--- config.mk ---
export PLATFORM = sky130hd
export DESIGN_NAME = jtag_uart_tx_arbiter
export DESIGN_NICKNAME = d
export VERILOG_FILES = /design/src/rtl/jtag_uart_pkg.sv /design/src/rtl/jtag_uart_rr_pick.sv /design/src/rtl/jtag_uart_tx_arbiter.sv
export SDC_FILE = /design/constraint.sdc
export NUM_CORES = 1
export LEC_CHECK = 0
export CELL_PAD_IN_SITES_DETAIL_PLACEMENT = 1
export CELL_PAD_IN_SITES_GLOBAL_PLACEMENT = 1
export CORE_MARGIN = 2
export CORE_UTILIZATION = 31
export DETAILED_ROUTE_END_ITERATION = 7
export GPL_TIMING_DRIVEN = 0
export PLACE_DENSITY_LB_ADDON = 0.1
export SYNTH_ARGS = -nofsm -noshare
export SYNTH_HDL_FRONTEND = slang
export SYNTH_SLANG_ARGS = --single-unit
export TNS_END_PERCENT = 1
--- constraint.sdc ---
create_clock -name i_clk -period 2.9 [get_ports i_clk]
set_clock_uncertainty 0.2 [all_clocks]
set_input_delay 0.725 -clock i_clk [delete_from_list [all_inputs] [get_ports i_clk]]
set_output_delay 0.725 -clock i_clk [all_outputs]
set_load 0.03 [all_outputs]
--- src/rtl/jtag_uart_pkg.sv ---
// Shared types and constants for the JTAG UART transmit-side arbitration logic.
package jtag_uart_pkg;

    localparam int unsigned DataWDefault = 8;

    typedef enum logic [0:0] {
        StIdle,
        StLock
    } arb_state_e;

endpackage

--- src/rtl/jtag_uart_rr_pick.sv ---
// Combinational rotate-priority picker: first set request at or after i_ptr, wrapping.
module jtag_uart_rr_pick
    import jtag_uart_pkg::*;
#(
    parameter int unsigned NUM_REQ = 3,
    parameter int unsigned IDX_W   = (NUM_REQ > 1) ? $clog2(NUM_REQ) : 1
) (
    input  logic [NUM_REQ-1:0] i_req,
    input  logic [IDX_W-1:0]   i_ptr,
    output logic [IDX_W-1:0]   o_idx,
    output logic               o_any
);

    always_comb begin
        int unsigned w_pos;
        logic [IDX_W-1:0] w_cand;
        o_idx  = '0;
        o_any  = 1'b0;
        w_pos  = 0;
        w_cand = '0;
        // Scan farthest-first so the candidate closest to i_ptr is written last and wins.
        for (int unsigned k = 0; k < NUM_REQ; k++) begin
            w_pos  = (32'(i_ptr) + (NUM_REQ - 1 - k)) % NUM_REQ;
            w_cand = IDX_W'(w_pos);
            if (i_req[w_cand]) begin
                o_idx = w_cand;
                o_any = 1'b1;
            end
        end
    end

endmodule

--- src/rtl/jtag_uart_tx_arbiter.sv ---
// Packet-locked round-robin arbiter sharing the JTAG UART TX byte channel, with stall watchdog.
module jtag_uart_tx_arbiter
    import jtag_uart_pkg::*;
#(
    parameter int unsigned NUM_REQ = 3,
    parameter int unsigned DATA_W  = DataWDefault,
    parameter int unsigned TIMEOUT = 255,
    localparam int unsigned IDX_W  = (NUM_REQ > 1) ? $clog2(NUM_REQ) : 1
) (
    input  logic                      i_clk,
    input  logic                      i_rst_n,
    input  logic [NUM_REQ-1:0]        i_req_valid,
    input  logic [NUM_REQ*DATA_W-1:0] i_req_data,
    input  logic [NUM_REQ-1:0]        i_req_last,
    output logic [NUM_REQ-1:0]        o_req_ready,
    output logic                      o_tx_valid,
    output logic [DATA_W-1:0]         o_tx_data,
    input  logic                      i_tx_ready,
    output logic [IDX_W-1:0]          o_grant_idx,
    output logic                      o_busy,
    output logic                      o_timeout_pulse
);

    localparam int unsigned WD_W = (TIMEOUT > 1) ? $clog2(TIMEOUT) : 1;
    localparam logic [WD_W-1:0] WD_LAST = WD_W'((TIMEOUT > 0) ? TIMEOUT - 1 : 0);

    arb_state_e        r_state, w_state_nxt;
    logic [IDX_W-1:0]  r_rr, w_rr_nxt;
    logic [IDX_W-1:0]  r_grant, w_grant_nxt;
    logic [WD_W-1:0]   r_wdog, w_wdog_nxt;
    logic              r_timeout, w_timeout_nxt;

    logic [IDX_W-1:0]  w_pick_idx;
    logic              w_pick_any;
    logic              w_gvalid;
    logic [DATA_W-1:0] w_gdata;
    logic              w_xfer;
    logic              w_wd_expire;
    logic [IDX_W-1:0]  w_next_ptr;

    jtag_uart_rr_pick #(
        .NUM_REQ (NUM_REQ),
        .IDX_W   (IDX_W)
    ) u_pick (
        .i_req (i_req_valid),
        .i_ptr (r_rr),
        .o_idx (w_pick_idx),
        .o_any (w_pick_any)
    );

    assign w_gvalid    = i_req_valid[r_grant];
    assign w_gdata     = i_req_data[r_grant*DATA_W +: DATA_W];
    assign w_xfer      = (r_state == StLock) && w_gvalid && i_tx_ready;
    assign w_next_ptr  = (r_grant == IDX_W'(NUM_REQ - 1)) ? '0 : r_grant + 1'b1;
    // Only a granted requester with valid low counts as stalled; backpressure never does.
    assign w_wd_expire = (TIMEOUT > 0) && (r_state == StLock) && !w_gvalid && (r_wdog == WD_LAST);

    always_comb begin
        w_state_nxt   = r_state;
        w_rr_nxt      = r_rr;
        w_grant_nxt   = r_grant;
        w_wdog_nxt    = r_wdog;
        w_timeout_nxt = 1'b0;
        o_tx_valid    = 1'b0;
        o_tx_data     = '0;
        o_req_ready   = '0;
        unique case (r_state)
            StIdle: begin
                if (w_pick_any) begin
                    w_state_nxt = StLock;
                    w_grant_nxt = w_pick_idx;
                    w_wdog_nxt  = '0;
                end
            end
            StLock: begin
                o_tx_valid           = w_gvalid;
                o_tx_data            = w_gdata;
                o_req_ready[r_grant] = i_tx_ready;
                if (w_xfer) begin
                    w_wdog_nxt = '0;
                    if (i_req_last[r_grant]) begin
                        w_state_nxt = StIdle;
                        w_rr_nxt    = w_next_ptr;
                    end
                end else if (w_wd_expire) begin
                    w_state_nxt   = StIdle;
                    w_rr_nxt      = w_next_ptr;
                    w_timeout_nxt = 1'b1;
                end else if (!w_gvalid && (TIMEOUT > 0)) begin
                    w_wdog_nxt = r_wdog + 1'b1;
                end
            end
            default: w_state_nxt = StIdle;
        endcase
    end

    always_ff @(posedge i_clk) begin
        if (!i_rst_n) begin
            r_state   <= StIdle;
            r_rr      <= '0;
            r_grant   <= '0;
            r_wdog    <= '0;
            r_timeout <= 1'b0;
        end else begin
            r_state   <= w_state_nxt;
            r_rr      <= w_rr_nxt;
            r_grant   <= w_grant_nxt;
            r_wdog    <= w_wdog_nxt;
            r_timeout <= w_timeout_nxt;
        end
    end

    assign o_grant_idx     = r_grant;
    assign o_busy          = (r_state == StLock);
    assign o_timeout_pulse = r_timeout;

endmodule

After elaboration in Yosys (flattened, before gate mapping). Index checks and enable logic that the tools add are counted.

Flip-flop bits (word level): 14. Latch bits: 0. Bits in writable memories: 0. Bits in read-only memories: 0. Input bits: 33. Output and inout bits: 16. Logic and storage cells: 74. Memories: 0.

Add/sub/neg operators: 4. Multiply operators: 0. Divide/modulo/power cells: 3. Magnitude comparators: 5. Equal/unequal tests: 6. Shift operators: 1. Muxes and demuxes: 36. Bitwise gates (word level): 3. Reduce and logical (&&, ||, !) cells: 11.

Operators by type and width (number): $mod 32x2->32 const B (2); $mux 8 (5); $mod 2x2->32 const B (1); $shiftx 24x6->8 (1); $pmux 8 s2 (1); $mux 1 (15); $mux 2 (7); $lt 2x3->1 const B (4); $bmux 1 s2 (5); $add 8x1->8 const B (1); $eq 8x8->1 const B (1); $reduce_and 3->1 (2); $logic_and 1x1->1 (5); $ne 2x1->1 const B (2); $add 2x1->3 const B (1); $add 2x2->3 const B (1); $and 3x3->3 (1); $mux 3 (1); $ne 3x2->1 const B (1); $ne 3x3->1 const B (1); $reduce_or 3->1 (1); $add 2x1->2 const B (1); $demux 1 s2 (1); $eq 2x2->1 const B (1); other kinds (6) (7).

Depth between registers and ports, before layout. Gate-level depths: netlist of run 1.

Word-level depth: 9. Mapped depth: 8. Gate-level depth less buffers: 7.

Cells and area by module. From an unflattened synthesis of run 1, not the netlist that was laid out.

Cells, all modules: 165. Area total of the unflattened synthesis: 1352.5 sq um.

Modules (own cells, without submodules): jtag_uart_tx_arbiter (times used 1, cells an instance 136, area each 1129.8 sq um, seq. area each 280.3 sq um); jtag_uart_rr_pick (times used 1, cells an instance 29, area each 222.7 sq um, seq. area each 0.0 sq um).

Worst setup path after synthesis of run 1. Ideal clock, no wire load.

Path kind: register to output. Start point: reg r_grant[0] (netlist: o_grant_idx[0]). End point: out o_req_ready[1]. Data arrival time: 1844 ps. Required time: 1975 ps. Slack: 131 ps. Cell stages (with the launch flop): 4. Buffers on the path: 2. Cell sequence: dfxtp_1 buf_6 clkbuf_1 nor3b_1.

Longest elaborated chain between the ends: 6. Elaborated cells on any way between the ends: 7. Classes of those cells: order compare (2); mux (3); bitwise (1); reduce/logical (1).

Ends and longest elaborated chain: from (decl) (line jtag_uart_tx_arbiter.sv:29) `logic [IDX_W-1:0] r_grant, w_grant_nxt;`; from (signal assigned) (line jtag_uart_tx_arbiter.sv:107) `r_grant <= w_grant_nxt;`; $lt 2x3->1 (not written as such) / $ge 2x1->1 (equally long branches) (line jtag_uart_tx_arbiter.sv:78) `o_req_ready[r_grant] = i_tx_ready;`; $logic_and 1x1->1 (not written as such) (line jtag_uart_tx_arbiter.sv:78); $mux 1 (not written as such) (line jtag_uart_tx_arbiter.sv:78); $demux 1 s2 * (line jtag_uart_tx_arbiter.sv:78); $and 3x3->3 (no source line) *; $mux 3 * (line jtag_uart_tx_arbiter.sv:67) `unique case (r_state)`; to (decl) (line jtag_uart_tx_arbiter.sv:15) `output logic [NUM_REQ-1:0] o_req_ready,`.

Mark *: on every way between the ends. The rest lies on a longest branch, timed or not.

Worst setup path after layout of run 1.
Start point: in i_tx_ready. End point: out o_req_ready[0].

Longest elaborated chain between the ends: 2.

Ends and longest elaborated chain: from (decl) (line jtag_uart_tx_arbiter.sv:18) `input logic i_tx_ready,`; $and 3x3->3 (no source line); $mux 3 (line jtag_uart_tx_arbiter.sv:67).

No other way between the ends.

==> results of run 1 <==
## synthesized netlist by cell type (3+ instances only)
library cell	number	area, µm²
a21oi_1	10	50.1
dfxtp_1	14	280
o211ai_1	3	22.5
ha_1	6	75.1
buf_2	3	15.0
o22ai_1	3	18.8
nor3_1	4	20.0
mux2i_1	14	140
nand2_1	18	67.6
clkbuf_1	5	18.8
or3_1	3	18.8
nand3_1	9	45.0
nor2_1	26	97.6
inv_1	8	30.0
nand2b_1	5	31.3
o21ai_0	8	40.0
a31oi_1	3	18.8
and2_1	3	18.8
and3_1	5	31.3
## worst max-delay path, delay by kind of cell
| kind | cells | cell delay (ns) |
|---|---|---|
| and+or+nand+nor | 2 | 0.31 |
| buffers and inverters | 2 | 0.91 |
## final cells by class
class | instances | share of cell area
Multi-Input combinational cell | 146 | 0.504
Timing Repair Buffer | 47 | 0.238
Sequential cell | 14 | 0.149
Tap cell | 50 | 0.0331
Buffer | 10 | 0.0305
Inverter | 8 | 0.0159
Clock buffer | 4 | 0.0292
## sequential cells by signal, summed over array words and instances, names as in the netlist
register / cells
o_timeout_pulse: 1
r_wdog: 8
o_busy: 1
o_grant_idx: 2
r_rr: 2
## per-stage QoR
step	utilization	hold slack [ns]	instances	setup TNS [ns]	setup slack [ns]
after floorplan	-	0.266	179	0	0.131
after CTS	0.469	0.316	279	-0.180	-0.179
after global placement	0.459	0.288	276	-4.62	-0.522
after detailed placement	0.459	0.305	276	-5.41	-0.530
final	0.469	0.312	279	0	0.0261
after global routing	0.469	0.354	279	-0.116	-0.116
## logic make-up (layout without fill, tap and decap cells)
| family | Yosys count | after routing | share of synthesized area |
|---|---|---|---|
| AND/OR/NAND/NOR | 82 | 82 | 0.300 |
| AO/OA/AOI/OAI | 43 | 43 | 0.247 |
| adder cells (fa/ha/maj) | 6 | 6 | 0.0571 |
| flip-flops | 14 | 14 | 0.213 |
| multiplexers | 15 | 15 | 0.117 |
| buffers and inverters | 19 | 69 | 0.0656 |
## report_power, final
group / switching (mW) / internal (mW) / total (mW)
clock network: 0.0734 / 0.120 / 0.194
logic: 0.117 / 0.0994 / 0.216
registers: 0.00771 / 0.198 / 0.205
## layer usage
layer	routed length, µm	share of wire
met1	1830	0.41
met2	2500	0.56
met3	118	0.026
met4	21	0.0047
met5	0	0
## timing repair
item                       CTS  global route
hold buffers                 0             0
setup endpoints to repair   19            17
gates resized for setup     25            13
## worst max path at each step
| stage | end | startpoint | cells past startpoint |
|---|---|---|---|
| after floorplan | o_req_ready[1] | o_grant_idx[0]$_SDFFE_PN0P_ | 3 |
| after global placement | o_tx_valid | i_req_valid[1] | 5 |
| after detailed placement | o_tx_valid | i_req_valid[1] | 5 |
| after CTS | o_tx_valid | i_req_valid[0] | 5 |
| after global routing | o_req_ready[0] | i_tx_ready | 4 |
| final | o_req_ready[0] | i_tx_ready | 4 |
==> metrics.txt, run 1 <==
drt drc=0; #FFs+latches synth=14; n_diodes=0; Multi-input gate area=about 950 µm²; GRT met1 Usage=0.203; Final #Nets=269; Slew Viols, Final=0; Post-synth EDFFs=0; Post-DRT Antenna Nets=0; Post-Route WL=about 4500 µm; min cycle time layout=2.87 ns; CP max FO=5; RSZ-0062 raised after global routing=yes; ys async rst share=0; Ports=between 40 and 50; die area=0.00478 mm²; syn_nets=218; Power Total=0.615 mW; total routing usage reported by global routing=0.187; number of CTS-inserted buffers=3; Die Ht=69.1 µm; pin count of the biggest net entering global routing=12; Seq/Total Area, Yosys=0.213; Via density=~5.4; CP Class=in2out; design area=0.00189 mm²; first-pass GRT wire length=7550 µm; grt met2 use=0.370; vias=1497; Synth Cell Area=0.00132 mm²; Yosys Warn Count=0; Core Footprint=0.00403 mm²; DR WL/cell=16.0 µm; Clk Latency, worst-skew pair=approximately 0.25 ns; number of cells on the worst reg-to-reg path=8; CTS clock-pin slew for the worst setup and hold paths=0.06 ns; Worst Setup End Kind=output port; DRT iter0 DRCs=21; GPL Wtd Cong=0.865; CTS tree=done; critical path cell sequence=clkdlybuf4s50_1, nand2_1, nor3_1, clkdlybuf4s15_2; Setup Buffers After CTS=0; grt ovf=0; Die Width=approximately 69 µm; DP Area=0.00185 mm²; Peak Freq=348 MHz; Tcrit/Tclk final=0.991; reg-to-reg endpoint=o_grant_idx[0]$_SDFFE_PN0P_; Worst Tran Pin Value=0.553 ns; Synth cell types=45; Gate Count Post-Synth=179; Worst Hold Class=reg2reg; Reg area=282 µm²; H-Tree Depth=1; Root Driver=clkbuf_8; commonest non-fill, non-tap cell in the layout=clkdlybuf4s50_1; CP Data Arrival Time=a little under 2 ns; max incr delay on CP=approximately 0.57 ns; Static Leak=0.776 nW; Rel. slew slack=0.631; Area Overhead vs Synth=43.6%; reg-to-reg startpoint=r_rr[0]$_SDFFE_PN0P_; most frequent cells in the layout=clkdlybuf4s50_1 (33), nor2_1 (26), nand2_1 (18); R2R setup slack=0.43 ns; Fillers=512; Synth Flop Type=dfxtp_1; row count=23; Initial Util=0.326; initial antenna violation count=0; Startpoint Class=primary input; max-cap check violation count=0; Hold Path Origin=r_rr[0]$_SDFFE_PN0P_; final hold violation count=0; Min-Delay Path Depth=2; Buffers on Ports=47; First-pass DRT Iterations=4; GRT Max-Usage Layer=met2; vias in the first global route=1641; share of layout cells above drive strength 1=0.100; Finish-stage setup viols=0; outcome=complete, no violations; hold endpoint=r_rr[0]$_SDFFE_PN0P_; clock buffer depth=2; DP Wirelength=between 3000 and 4000 µm; slowest CP cell=clkdlybuf4s50_1; Sink Count=14; Critical Path RT=1.98 ns; PD cells=approximately 330 mW/mm²; Synth Area per Inst=7.35 µm²; met3 Resource Use GR=0.0336; Peak VDD IR=approximately 0.22 mV
(Power assumes the default switching activity.)
==> run 2, diff against run 1 <==
CTS_CLUSTER_DIAMETER = 50   (was default)
==> results of run 2 <==
No change in the layout: final DEF, timing and power equal those of run 1.
